**src/rtl/priority_pkg.sv**
```systemverilog
// Shared definitions for the priority decoder / hold block.
//   state_t        : FSM encoding (IDLE, GRANT)
//   N_DEF, OUT_W   : default index width and matching one-hot width
//   CNT_W          : hold counter width
//   idx_to_onehot  : reference index-to-one-hot expansion at the default width
package priority_pkg;

  localparam int N_DEF = 2;
  localparam int OUT_W = 2 ** N_DEF;
  localparam int CNT_W = 8;

  typedef enum logic {
    IDLE  = 1'b0,
    GRANT = 1'b1
  } state_t;

  function automatic logic [OUT_W-1:0] idx_to_onehot(input logic [N_DEF-1:0] code);
    logic [OUT_W-1:0] v;
    v       = '0;
    v[code] = 1'b1;
    return v;
  endfunction

endpackage

```
**src/rtl/hold_counter.sv**
```systemverilog
// Loadable down-counter used to time a grant hold.
//   clk, rst    : clock, synchronous active-high reset (clears to 0)
//   load        : load load_value this edge (takes priority over counting)
//   load_value  : value to load
//   value       : current count
//   zero        : high when value == 0; the counter parks at zero
module hold_counter
  import priority_pkg::*;
#(
  parameter int W = CNT_W
) (
  input  logic         clk,
  input  logic         rst,
  input  logic         load,
  input  logic [W-1:0] load_value,
  output logic [W-1:0] value,
  output logic         zero
);

  logic [W-1:0] value_reg;
  logic [W-1:0] value_next;

  always_comb begin
    value_next = value_reg;
    if (load) begin
      value_next = load_value;
    end else if (value_reg != '0) begin
      value_next = value_reg - 1'b1;
    end
  end

  always_ff @(posedge clk) begin
    if (rst) begin
      value_reg <= '0;
    end else begin
      value_reg <= value_next;
    end
  end

  assign value = value_reg;
  assign zero  = (value_reg == '0);

endmodule

```
**src/rtl/priority_decoder_hold.sv**
```systemverilog
// Index-to-one-hot grant decoder with programmable hold time.
//   clk, rst     : clock, synchronous active-high reset
//   in_code      : encoded index to decode
//   in_valid     : in_code valid this cycle
//   in_ready     : block accepts in_code this cycle
//   onehot_out   : registered one-hot grant
//   grant_active : high while a hold is in progress
//   grant_done   : pulse on the final hold cycle
//   last_code    : index of the most recently accepted code
module priority_decoder_hold
  import priority_pkg::*;
#(
  parameter int N           = 2,
  parameter int HOLD_CYCLES = 3,
  parameter int STICKY      = 0
) (
  input  logic            clk,
  input  logic            rst,
  input  logic [N-1:0]    in_code,
  input  logic            in_valid,
  output logic            in_ready,
  output logic [2**N-1:0] onehot_out,
  output logic            grant_active,
  output logic            grant_done,
  output logic [N-1:0]    last_code
);

  localparam int OW = 2 ** N;
  localparam logic [CNT_W-1:0] LOAD_VAL = CNT_W'(HOLD_CYCLES - 1);

  state_t           state_reg;
  state_t           state_next;
  logic [OW-1:0]    onehot_reg;
  logic [OW-1:0]    onehot_next;
  logic [N-1:0]     last_code_reg;
  logic [N-1:0]     last_code_next;
  logic [OW-1:0]    decoded;
  logic [CNT_W-1:0] cnt_value;
  logic             cnt_zero;
  logic             cnt_load;
  logic             accept;

  // Compare-per-line decode; exactly one bit matches any in_code value.
  genvar gi;
  generate
    for (gi = 0; gi < OW; gi++) begin : g_decode
      assign decoded[gi] = (in_code == N'(gi));
    end
  endgenerate

  hold_counter #(
    .W(CNT_W)
  ) u_hold_counter (
    .clk       (clk),
    .rst       (rst),
    .load      (cnt_load),
    .load_value(LOAD_VAL),
    .value     (cnt_value),
    .zero      (cnt_zero)
  );

  // The final hold cycle is ready so a waiting code reloads with no gap.
  // In IDLE the counter is parked at zero, so cnt_zero alone would do,
  // but the state term keeps the intent explicit.
  assign in_ready = ~rst & ((state_reg == IDLE) | cnt_zero);
  assign accept   = in_valid & in_ready;

  always_comb begin
    state_next     = state_reg;
    onehot_next    = onehot_reg;
    last_code_next = last_code_reg;
    cnt_load       = 1'b0;
    if (accept) begin
      state_next     = GRANT;
      onehot_next    = decoded;
      last_code_next = in_code;
      cnt_load       = 1'b1;
    end else if ((state_reg == GRANT) && cnt_zero) begin
      state_next = IDLE;
      if (STICKY == 0) begin
        onehot_next = '0;
      end
    end
  end

  always_ff @(posedge clk) begin
    if (rst) begin
      state_reg     <= IDLE;
      onehot_reg    <= '0;
      last_code_reg <= '0;
    end else begin
      state_reg     <= state_next;
      onehot_reg    <= onehot_next;
      last_code_reg <= last_code_next;
    end
  end

  assign onehot_out   = onehot_reg;
  assign grant_active = (state_reg == GRANT);
  assign grant_done   = (state_reg == GRANT) && cnt_zero;
  assign last_code    = last_code_reg;

endmodule

```
**config.mk**
```make
export PLATFORM = sky130hd
export DESIGN_NAME = priority_decoder_hold
export DESIGN_NICKNAME = d
export VERILOG_FILES = /design/src/rtl/priority_pkg.sv /design/src/rtl/hold_counter.sv /design/src/rtl/priority_decoder_hold.sv
export SDC_FILE = /design/constraint.sdc
export NUM_CORES = 1
export LEC_CHECK = 0
export ABC_AREA = 1
export CAP_MARGIN = 15
export CELL_PAD_IN_SITES_DETAIL_PLACEMENT = 1
export CELL_PAD_IN_SITES_GLOBAL_PLACEMENT = 1
export CORE_ASPECT_RATIO = 1.2
export CORE_MARGIN = 4
export CORE_UTILIZATION = 36
export DETAILED_ROUTE_END_ITERATION = 16
export PLACE_DENSITY_LB_ADDON = 0.15
export REMOVE_ABC_BUFFERS = 1
export SYNTH_ARGS = -nofsm -noshare
export SYNTH_HDL_FRONTEND = slang
export SYNTH_HIERARCHICAL = 1
export SYNTH_SLANG_ARGS = --single-unit
```
**constraint.sdc**
```tcl
create_clock -name clk -period 2 [get_ports clk]
set_input_delay 0.2 -clock clk [delete_from_list [all_inputs] [get_ports clk]]
set_output_delay 0.2 -clock clk [all_outputs]
set_load 0.1 [all_outputs]
```
After elaboration in Yosys (flattened, before gate mapping). Index checks and enable logic that the tools add are counted.

Bits in registers: 15. Bits of input ports: 5. Output and inout bits: 9. Word-level logic and storage cells: 28.

Add/sub/neg operators: 1. Eq/ne operators: 3. Muxes and demuxes: 7. Bitwise logic cells: 5. Reductions and logical operators: 7.

Operators by type and width (count): 8-bit zero test (1); 4-bit two-way mux (2); 8-bit nonzero test (1); 8-bit by 1-bit subtractor with 8-bit output (second input constant) (1); 2-bit equality test (second input constant) (2); 2-bit two-way mux (2); 2-bit nonzero test (2); 1-bit two-way mux (3); 1-bit bitwise AND (2); 2-bit by 1-bit equality test with 1-bit output (second input constant) (1); 2-bit zero test (1); 1-bit inverter (2); 2-bit OR reduction (1); 1-bit logical AND (1); 1-bit bitwise OR (1).

Longest topological paths before layout. Gate-level depths: netlist of run 1.

Depth in word-level cells: 6. Mapped depth: 14. Gate-level depth less buffers: 13.

By module. Netlist of run 1, hierarchy kept.

Modules (own cells, without submodules): hold_counter (instances 1, cells each 70, area an instance 473.0 um^2, seq. area each 160.2 um^2); priority_decoder_hold (instances 1, cells each 44, area an instance 332.8 um^2, seq. area each 140.1 um^2).

Worst setup path before layout of run 1. Ideal clock, no wire load.

Path kind: flip-flop to output port. Start point: reg u_hold_counter.value_reg[0], in the netlist u_hold_counter/value[0]. End point: out in_ready. Data arrival time: 2.376 ns. Data required time: 1.800 ns. Setup slack: -0.576 ns. Stages on the path, launching flop included: 9. Path buffers: 0. Cell sequence: dfxtp_1 > inv_1 > ha_1 > nand2_2 > nor2_8 > inv_1 > nand2_2 > inv_1 > nor2_1.

Word-level cells in the longest chain between the ends: 3.

Ends and longest elaborated chain: from (decl) (RTL line hold_counter.sv:20) `logic [W-1:0] value_reg;`; from (signal assigned) (RTL line hold_counter.sv:36) `value_reg <= value_next;`; 8-bit zero test (RTL line hold_counter.sv:41) `assign zero = (value_reg == '0);`; net cnt_zero (RTL line priority_decoder_hold.sv:39) `logic cnt_zero;`; 1-bit bitwise OR (RTL line priority_decoder_hold.sv:65) `assign in_ready = ~rst & ((state_reg == IDLE) | cnt_zero);`; 1-bit bitwise AND (RTL line priority_decoder_hold.sv:65); to (decl) (RTL line priority_decoder_hold.sv:21) `output logic in_ready,`.

The timed path passes the listed nets, and every way through them passes these cells.

Final worst setup path of run 1.
Start point: reg u_hold_counter.value_reg[0], in the netlist u_hold_counter/value[0]. End point: out grant_done.

Word-level cells in the longest chain between the ends: 2.

Ends and longest elaborated chain: 8-bit zero test (RTL line hold_counter.sv:41); net cnt_zero (RTL line priority_decoder_hold.sv:39); 1-bit logical AND (RTL line priority_decoder_hold.sv:100) `assign grant_done = (state_reg == GRANT) && cnt_zero;`; to (decl) (RTL line priority_decoder_hold.sv:24) `output logic grant_done,`.

The timed path passes the listed nets, and every way through them passes these cells.

==> impl_metrics.toml, run 1 <==
[outcome]
status = "complete, no violations"

[min_path]
hold_class = "reg -> reg"
min-delay-start = "last_code[1]"
min_path_cells = 2
hold_path_end = "last_code[1]"

[sta]
fin_setup_tns_ns = 0
setup_viol = 0
fmaxAchievable_ghz = 0.546
finalHoldViolations = 0
fin_ws_ns = 0.169
rsz0062_at_grt = "no"
period_minus_slack_ns = 1.83
fin_crit_sh_pct = 91.6
final-max-slew-violation-count = 0
skew_ns = 0.00175

[synthesis]
synth.top_cell.area_share_pct = 37.3
synth_area_leaders = "dfxtp_1 37%, nor2_1 7.9%, nand2_1 7.0%, a21oi_1 6.2%, nand3_1 5.6%"
yosysTopAreaCell = "dfxtp_1"
synthTopCellsByCount = "17 x nor2_1, 15 x dfxtp_1, 15 x nand2_1"
synth_cell_type_count = 23
ys_seq_area_share_pct = 37.3
yosys_warnings = 6
synth.most_common_cell = "nor2_1"
async_reset_ff_share_pct = 0
ys_ff_latch = 15
syn_area_um2 = 806
syn_avg_cell_area_um2 = 7.07
synth_cells = 114
synth_edf_count = 0
ys.flop_type = "dfxtp_1"

[power_and_ir_drop]
p_comb_share_pct = 57.8
pwr-share-clk_pct = 11.4
intPower_uw = 778
power.switching_uw = 719
p_sw_share_pct = 48.0
seqPwrFrac_pct = 30.8
p_leak_uw = 0.000495
ir_drop_mv = 0.695
powerDensity_mw_per_mm2 = 1390

[critical_path]
critPathRequiredTime_ns = 1.80
path_max_fanout = 5
end_kind = "output pin"
reg2reg_depth = 13
r2r_end = "u_hold_counter/value[5]"
criticalPathCategory = "reg -> out"
startpoint_type = "flip-flop"
cp.arrival_ns = 1.63
reg2reg_slack_ns = 0.29
r2r_start = "u_hold_counter/value[1]"

[detailed_routing]
drt-initial-drc-count = 6
ant_nets = 0
avgRoutedWirePerCell_um = 12.5
routed_wl_um = 2140
vias = 833
drt_pass1_iterations = 4
via_per_inst = 4.87
drc = 0

[clock_network]
cts_root_buf = "clkbuf_4"
htree_levels = 1
cts_tree = "built"
cts_made_buffers = 3
worstSkewPairLatency_ns = 0.27
clk_pin_slew_ns = 0.09
cts.sinks = 15
clock_path_buffers = 2

[placement]
numPortBuffers = 13
post_dp_cell_area_mm2 = 0.00102
gp_congestion = 0.757
preCtsSetupSlack_ns = 0.140
hpwl_um = 1620

[job]
drv_cap = 0

[die]
fp-row-count = 18
die_w_um = 51.2
num_io_pins = 14
start_util_pct = 38.5
die_area_mm2 = 0.00306
die_h_um = 59.8
fp.coreArea_mm2 = 0.00209

[final_layout]
post-route-util_pct = 51.6
syn2layout_area_growth_pct = 34.0
diodes = 0
drive_above_1_share_pct = 24.8
num-nets-final = 148
largest_register_ffs = 8
final_area_mm2 = 0.00108

[grt]
grt_pass1_wl_um = 3680
overflow = 0
grt_max_degree = 13
track_usage_pct = 16.1
grt_antenna_before_repair = 0
grt_pass1_vias = 843
per-layer routing:
layer  vias up  wire, um  global-route usage [%]
met2        15      1210                    30.8
met3         2        61                    2.99
met1       396       850                    17.9
met5         -         0                       0
li1        420         -                       -
met4         0        13                    4.62
layout make-up:
class,count,area (um2)
sequential,15,302
inverter,15,58.8
fill,277,1010
timing repair buffer,19,178
tap,30,37.5
multi-input combinational,88,478
clock buffer,4,26.3
stage by stage:
step | power (uW) | std cells | hold WS (ns)
floorplan | 1050 | 118 | 0.269
global placement | 1230 | 166 | 0.448
detailed placement | 1240 | 166 | 0.454
CTS | 1470 | 171 | 0.469
global route | 1660 | 171 | 0.493
finish | 1500 | 171 | 0.463
worst max path at each step:
stage	startpoint	slack, ns	cells after the start	endpoint
floorplan	u_hold_counter/value[0]	-0.58	8	in_ready
global placement	u_hold_counter/value[0]	0.20	10	in_ready
detailed placement	u_hold_counter/value[0]	0.14	10	in_ready
CTS	u_hold_counter/value[1]	0.04	10	in_ready
global route	u_hold_counter/value[0]	0.03	9	in_ready
finish	u_hold_counter/value[0]	0.17	8	grant_done
cell families (layout without fill, tap and decap cells):
logic type,count (synthesis),in the layout,share of synthesized area [%]
AND/OR/NAND/NOR,58,58,36.2
AO/OA/AOI/OAI,18,18,11.5
buffers and inverters,17,38,9.32
flip-flops,15,15,37.3
XOR/XNOR,3,3,3.26
other,2,8,0.932
adder cells (fa/ha/maj),1,1,1.55
worst max-delay path: stages, from the launching register on:
cell and delay [ns]:
dfxtp_1 0.32, inv_2 0.09, ha_4 0.15, nand2_2 0.10, nor2_8 0.10, buf_4 0.15
nand2_1 0.13, inv_1 0.13, buf_12 0.18
power groups by stage:
stage | sequential, uW | clock [uW] | combinational, uW
floorplan | 510 | 0 | 542
global placement | 457 | 0 | 769
finish | 461 | 171 | 866
global route | 475 | 197 | 989
CTS | 454 | 180 | 837
detailed placement | 460 | 0 | 782
cell usage in the layout (no fill, tap or decap), drive strengths merged:
| cell type | instances |
|---|---|
| inv | 15 |
| xnor2 | 2 |
| buf | 15 |
| nand3 | 10 |
| o21ai | 7 |
| ha | 1 |
| clkbuf | 4 |
| nand4 | 6 |
| o211ai | 1 |
| nor2 | 20 |
| nand2 | 18 |
| clkdlybuf4s50 | 4 |
| conb | 8 |
| dfxtp | 15 |
| nor3 | 4 |
| a21oi | 10 |
| xor2 | 1 |
repair_timing:
action	in CTS	in global routing
buffers inserted	1	1
resized for setup	4	5
endpoints found under the setup margin	1	1
pin swaps	2	1
hold buffers	0	0
Power figures use the tool's default switching activity.
==> inputs of run 2 (changes only) <==
--- a/config.mk
+++ b/config.mk
@@ -13,6 +13,7 @@
 export CORE_MARGIN = 4
 export CORE_UTILIZATION = 36
 export DETAILED_ROUTE_END_ITERATION = 16
+export GPL_ROUTABILITY_DRIVEN = 0
 export PLACE_DENSITY_LB_ADDON = 0.15
 export REMOVE_ABC_BUFFERS = 1
 export SYNTH_ARGS = -nofsm -noshare
==> results of run 2 <==
No change in the layout: final DEF, timing and power equal those of run 1.
==> inputs of run 3 (changes only) <==
--- a/config.mk
+++ b/config.mk
@@ -16,6 +16,7 @@
 export GPL_ROUTABILITY_DRIVEN = 0
 export PLACE_DENSITY_LB_ADDON = 0.15
 export REMOVE_ABC_BUFFERS = 1
+export SLEW_MARGIN = 40
 export SYNTH_ARGS = -nofsm -noshare
 export SYNTH_HDL_FRONTEND = slang
 export SYNTH_HIERARCHICAL = 1
==> results of run 3 <==
No change in the layout: final DEF, timing and power equal those of run 1.
==> RTL change 1: new RTL, flow settings as in run 3 <==
Reset style: asynchronous (`rst`), changed in 2 clocked blocks. Comments in the files are not updated.
--- a/src/rtl/hold_counter.sv
+++ b/src/rtl/hold_counter.sv
@@ -31,3 +31,3 @@
 
-  always_ff @(posedge clk) begin
+  always_ff @(posedge clk or posedge rst) begin
     if (rst) begin
--- a/src/rtl/priority_decoder_hold.sv
+++ b/src/rtl/priority_decoder_hold.sv
@@ -85,3 +85,3 @@
 
-  always_ff @(posedge clk) begin
+  always_ff @(posedge clk or posedge rst) begin
     if (rst) begin
Behaviour: differs if rst is asserted again (counterexample within 4 cycles, from zero or initial values and one cycle with rst high); with rst held inactive, the same outputs for 10 cycles.
==> RTL change 1 against run 3 <==
  * Power grew 25%
  * Worst setup slack lost 0.036 ns
  * Clock power grew 6%
  * Sequential cell count is the same
  * Combinational power grew 29%
  * Global-route usage shrank 0.82 points
  * Cell area grew 4.2%
  * Clock skew grew 0.0073 ns
  * Wire length shrank 1.7%
  * Synthesized area grew 8.5%
  * Largest power group unchanged
==> RTL change 1: results <==
worst_setup_path:
  crit_fanout: 5
  reg2reg_slack_ns: 0.22
  cp.arrival_ns: 1.67
layout:
  drive_above_1_share_pct: 24.1
  fillCellCount: 307
  largest_reg_flops: 8
  nets: 144
  num_antenna_cells: 0
cts:
  clk_pin_slew_ns: 0.10
  cts_setup_buffers: 0
  clk_latency_ns: 0.29
  clock_path_buffers: 2
  htreeDepth: 1
place:
  dpl_cell_area_um2: 1080
  io_buffer_count: 13
  hpwl_um: 1690
  dp_cells: 164
global_routing:
  grt.total_usage_pct: 15.3
  grtUsageMet2_pct: 28.2
  grt_max_degree: 10
  use_met3_pct: 2.63
  grt_pass1_wl_um: 3620
  grt_antenna_before_repair: 0
  grt_pass1_vias: 806
  use_met1_pct: 16.5
status:
  status: "completed"
synth:
  seq_area_frac_synth_pct: 42.9
  synth_area_leaders: "dfrtp_1 43%, nand2_1 15%, nand3_1 8.6%"
  synth_top_cells_by_count: "36 x nand2_1, 15 x dfrtp_1, 15 x nand3_1"
  yosys_warnings: 6
  synth_cells: 112
  async_flop_share_pct: 100
  synthDistinctLibCells: 20
pwr:
  p_leak_nw: 0.601
  peakVddDrop_uv: 1030
route:
  first_pass_iters: 4
  routedWlPerCell_um: 12.5
  vias: 772
  post_drt_via_cell_ratio: 4.60
  drtIter0Drc: 4
timing:
  fin_skew_ns: 0.00903
  setup_viol: 0
min_path:
  holdCritPathClass: "primary input to async pin"
## RTL change 1: cell types whose count changed after synthesis, sizes merged, moves of 7 or more
cell | run 3 | this run
dfxtp | 15 | 0
dfrtp | 0 | 15
a21oi | 10 | 1
nand2 | 18 | 40
nor2 | 20 | 13
## RTL change 1: report_power, final
group | switching [mW] | total (mW) | internal [mW]
Combinational | 0.796 | 1.12 | 0.326
Clock | 0.103 | 0.181 | 0.0774
Sequential | 0.125 | 0.563 | 0.438
Total | 1.02 | 1.86 | 0.841
## RTL change 1: final timing paths
kind,start,endpoint,cells after the start
min reg2reg,onehot_out[1]$_DFFE_PP0P_,onehot_out[1]$_DFFE_PP0P_,2
max in group asynchronous,rst,u_hold_counter/value[5]$_DFFE_PP0P_,2
min,rst,grant_active$_DFFE_PP0P_,2
max,u_hold_counter/value[0]$_DFFE_PP0P_,grant_done,8
min in group clk,onehot_out[1]$_DFFE_PP0P_,onehot_out[1]$_DFFE_PP0P_,2
max reg2reg,u_hold_counter/value[0]$_DFFE_PP0P_,u_hold_counter/value[1]$_DFFE_PP0P_,12
## RTL change 1: per-stage QoR
stage	hold WS (ns)	setup TNS [ns]	total power, mW	util [%]	worst slack, ns
2_1_floorplan	-0.0179	-0.106	1.40	-	-0.106
3_3_place_gp	0.485	0	1.63	47.0	0.153
3_5_place_dp	0.498	0	1.67	47.0	0.102
4_1_cts	0.261	0	1.89	48.7	0.00333
5_1_grt	0.274	0	2.00	48.8	0.0204
6_report	0.270	0	1.86	48.8	0.133
## RTL change 1: cells by family after synthesis
family	share of synthesized area [%]
buffers and inverters	6.87
and+or+nand+nor	39.2
AOI/OAI and AO/OA	6.72
xor gates and xnor gates	2.00
other	0.859
DFF	42.9
adders and majority gates	1.43
## RTL change 1: final cells by class
type / instances / area share, %
multi-input cells: 88 / 42.4
well taps: 31 / 3.45
repair buffers: 16 / 13.8
clock buffers: 4 / 2.34
inverters: 14 / 4.67
flip-flops and latches: 15 / 33.4
## RTL change 1: worst max-delay path, stage by stage (launching register included)
cell and delay (ns):
dfrtp_1 0.40, inv_2 0.10, ha_4 0.17, nand2_4 0.08, nor2_8 0.11, buf_4 0.15, nand2_2 0.10, inv_2 0.09
buf_12 0.17
## RTL change 1: repair_timing
item / in CTS / in global routing
pin swaps: 0 / 0
gates resized for setup: 3 / 3
endpoints found under the setup margin: 1 / 1
hold buffers: 0 / 0
## RTL change 1: routing by layer
metal / wire length [um] / share of wire (%)
met5: 0 / 0
met4: 19 / 0.90
met3: 49 / 2.3
met2: 1210 / 57
met1: 826 / 39
==> RTL change 2: new RTL, config.mk and constraints of run 3 <==
Without the edit above. Set the parameter `STICKY` to 1 (it was 0).
--- a/src/rtl/priority_decoder_hold.sv
+++ b/src/rtl/priority_decoder_hold.sv
@@ -14,3 +14,3 @@
   parameter int HOLD_CYCLES = 3,
-  parameter int STICKY      = 0
+  parameter int STICKY      = 1
 ) (
Behaviour: not the same (Yosys sat finds a counterexample within 10 cycles, from zero or initial values and one cycle with rst high).
==> RTL change 2 against run 3 <==
  * Critical path depth is 1 lower
  * Sequential power fell by 1%
  * Power is 5.1% lower
  * Wire length down 10%
  * Sequential cell count stayed put
  * Synthesized area is 0.93% higher
  * First-iteration DRC count unchanged
  * Cell area fell by 3.0%
  * Worst setup slack worse by 0.020 ns
==> RTL change 2: results <==
status:
  status: "completed"
global_routing:
  grt_pass1_wl_um: 3480
  grt_pass1_vias: 817
  use_met3_pct: 2.99
  use_met1_pct: 17.1
  grtUsageMet2_pct: 28.7
  grt.total_usage_pct: 15.1
  grt_max_degree: 10
route:
  routedWlPerCell_um: 11.4
  vias: 784
  post_drt_via_cell_ratio: 4.64
  drtIter0Drc: 6
min_path:
  whs_path_depth: 2
  worstHoldEndpoint: "last_code[0]$_SDFFE_PP0P_"
  hp-start: "last_code[0]$_SDFFE_PP0P_"
layout:
  largest_reg_flops: 8
  drive_above_1_share_pct: 21.6
  fillCellCount: 298
  nets: 146
synth:
  synthDistinctLibCells: 24
  synthAdderAreaFrac_pct: 1.54
  synth_top_cells_by_count: "22 x nand2_1, 15 x dfxtp_1, 15 x nor2_1"
  synth_area_leaders: "dfxtp_1 37%, nand2_1 10%, nor2_1 6.9%"
  seq_area_frac_synth_pct: 36.9
  synth_cells: 115
  synth_compound_area_share_pct: 11.4
  synth-xor-area-share_pct: 3.23
cts:
  cts_setup_buffers: 0
  cts-root-buf: "clkbuf_4"
  htreeDepth: 1
  numCtsBuffers: 3
pwr:
  peakVddDrop_uv: 626
  p_leak_nw: 0.476
timing:
  whs_ns: 0.465
  fin_skew_ns: 0.00216
  fmax_ghz: 0.540
worst_setup_path:
  critPathTopFamily: "buffers and inverters"
  r2r_end: "u_hold_counter/value[2]$_SDFFE_PP0P_"
  r2r_start: "u_hold_counter/value[0]$_SDFFE_PP0P_"
  max_stage_delay_ns: 0.32
  crit_fanout: 6
  ff2ff_path_depth: 12
  reg2reg_slack_ns: 0.23
place:
  hpwl_um: 1630
  place_ws_ns: 0.140
  dp_cells: 165
  io_buffer_count: 13
-- RTL change 2: stage by stage --
step,instance area (um2),utilization [%]
after floorplan,820,-
after global placement,1010,47.8
after detailed placement,1010,47.8
after CTS,1040,49.2
after global routing,1050,49.5
final,1050,49.5
-- RTL change 2: cell families (layout without fill, tap and decap cells) --
logic type	after synthesis	in the layout
AO/OA/AOI/OAI	18	18
XOR/XNOR	3	3
adder cells (fa/ha/maj)	1	1
buffers and inverters	17	35
flip-flops	15	15
other	2	8
AND/OR/NAND/NOR	59	59
-- RTL change 2: how the worst max path moves through the flow --
stage	startpoint	endpoint	slack [ns]	cells after the start
after floorplan	u_hold_counter/value[0]$_SDFFE_PP0P_	in_ready	-0.64	6
after global placement	u_hold_counter/value[0]$_SDFFE_PP0P_	u_hold_counter/value[2]$_SDFFE_PP0P_	0.19	12
after detailed placement	u_hold_counter/value[0]$_SDFFE_PP0P_	u_hold_counter/value[2]$_SDFFE_PP0P_	0.14	12
after CTS	u_hold_counter/value[0]$_SDFFE_PP0P_	in_ready	0.04	7
after global routing	u_hold_counter/value[0]$_SDFFE_PP0P_	in_ready	0.02	7
final	u_hold_counter/value[0]$_SDFFE_PP0P_	in_ready	0.15	7
-- RTL change 2: layout make-up --
type | instances | area [um2] | share of cell area (%)
clock buffers | 4 | 26.3 | 2.51
flip-flops and latches | 15 | 300 | 28.7
inverters | 15 | 63.8 | 6.09
well taps | 30 | 37.5 | 3.58
repair buffers | 16 | 155 | 14.8
multi-input cells | 89 | 464 | 44.3
-- RTL change 2: where the power goes --
group | switching [mW] | internal, mW
sequential | 0.0755 | 0.380
clock | 0.0925 | 0.0772
combinational | 0.521 | 0.275
-- RTL change 2: what timing repair did --
| action | in CTS | in global routing |
|---|---|---|
| setup endpoints to repair | 1 | 6 |
| resized for setup | 1 | 3 |
| hold buffers | 0 | 0 |
-- RTL change 2: per-layer routing --
| metal | wire, um | vias up |
|---|---|---|
| li1 | - | 411 |
| met1 | 742 | 360 |
| met2 | 1090 | 11 |
| met3 | 73 | 2 |
| met4 | 12 | 0 |
| met5 | 0 | - |
-- RTL change 2: tightest hold or removal path: cells and delay by family (launching register included) --
family	cells	cell delay (ns)
compound gates	1	0.05
flops	1	0.32
simple gates	1	0.06
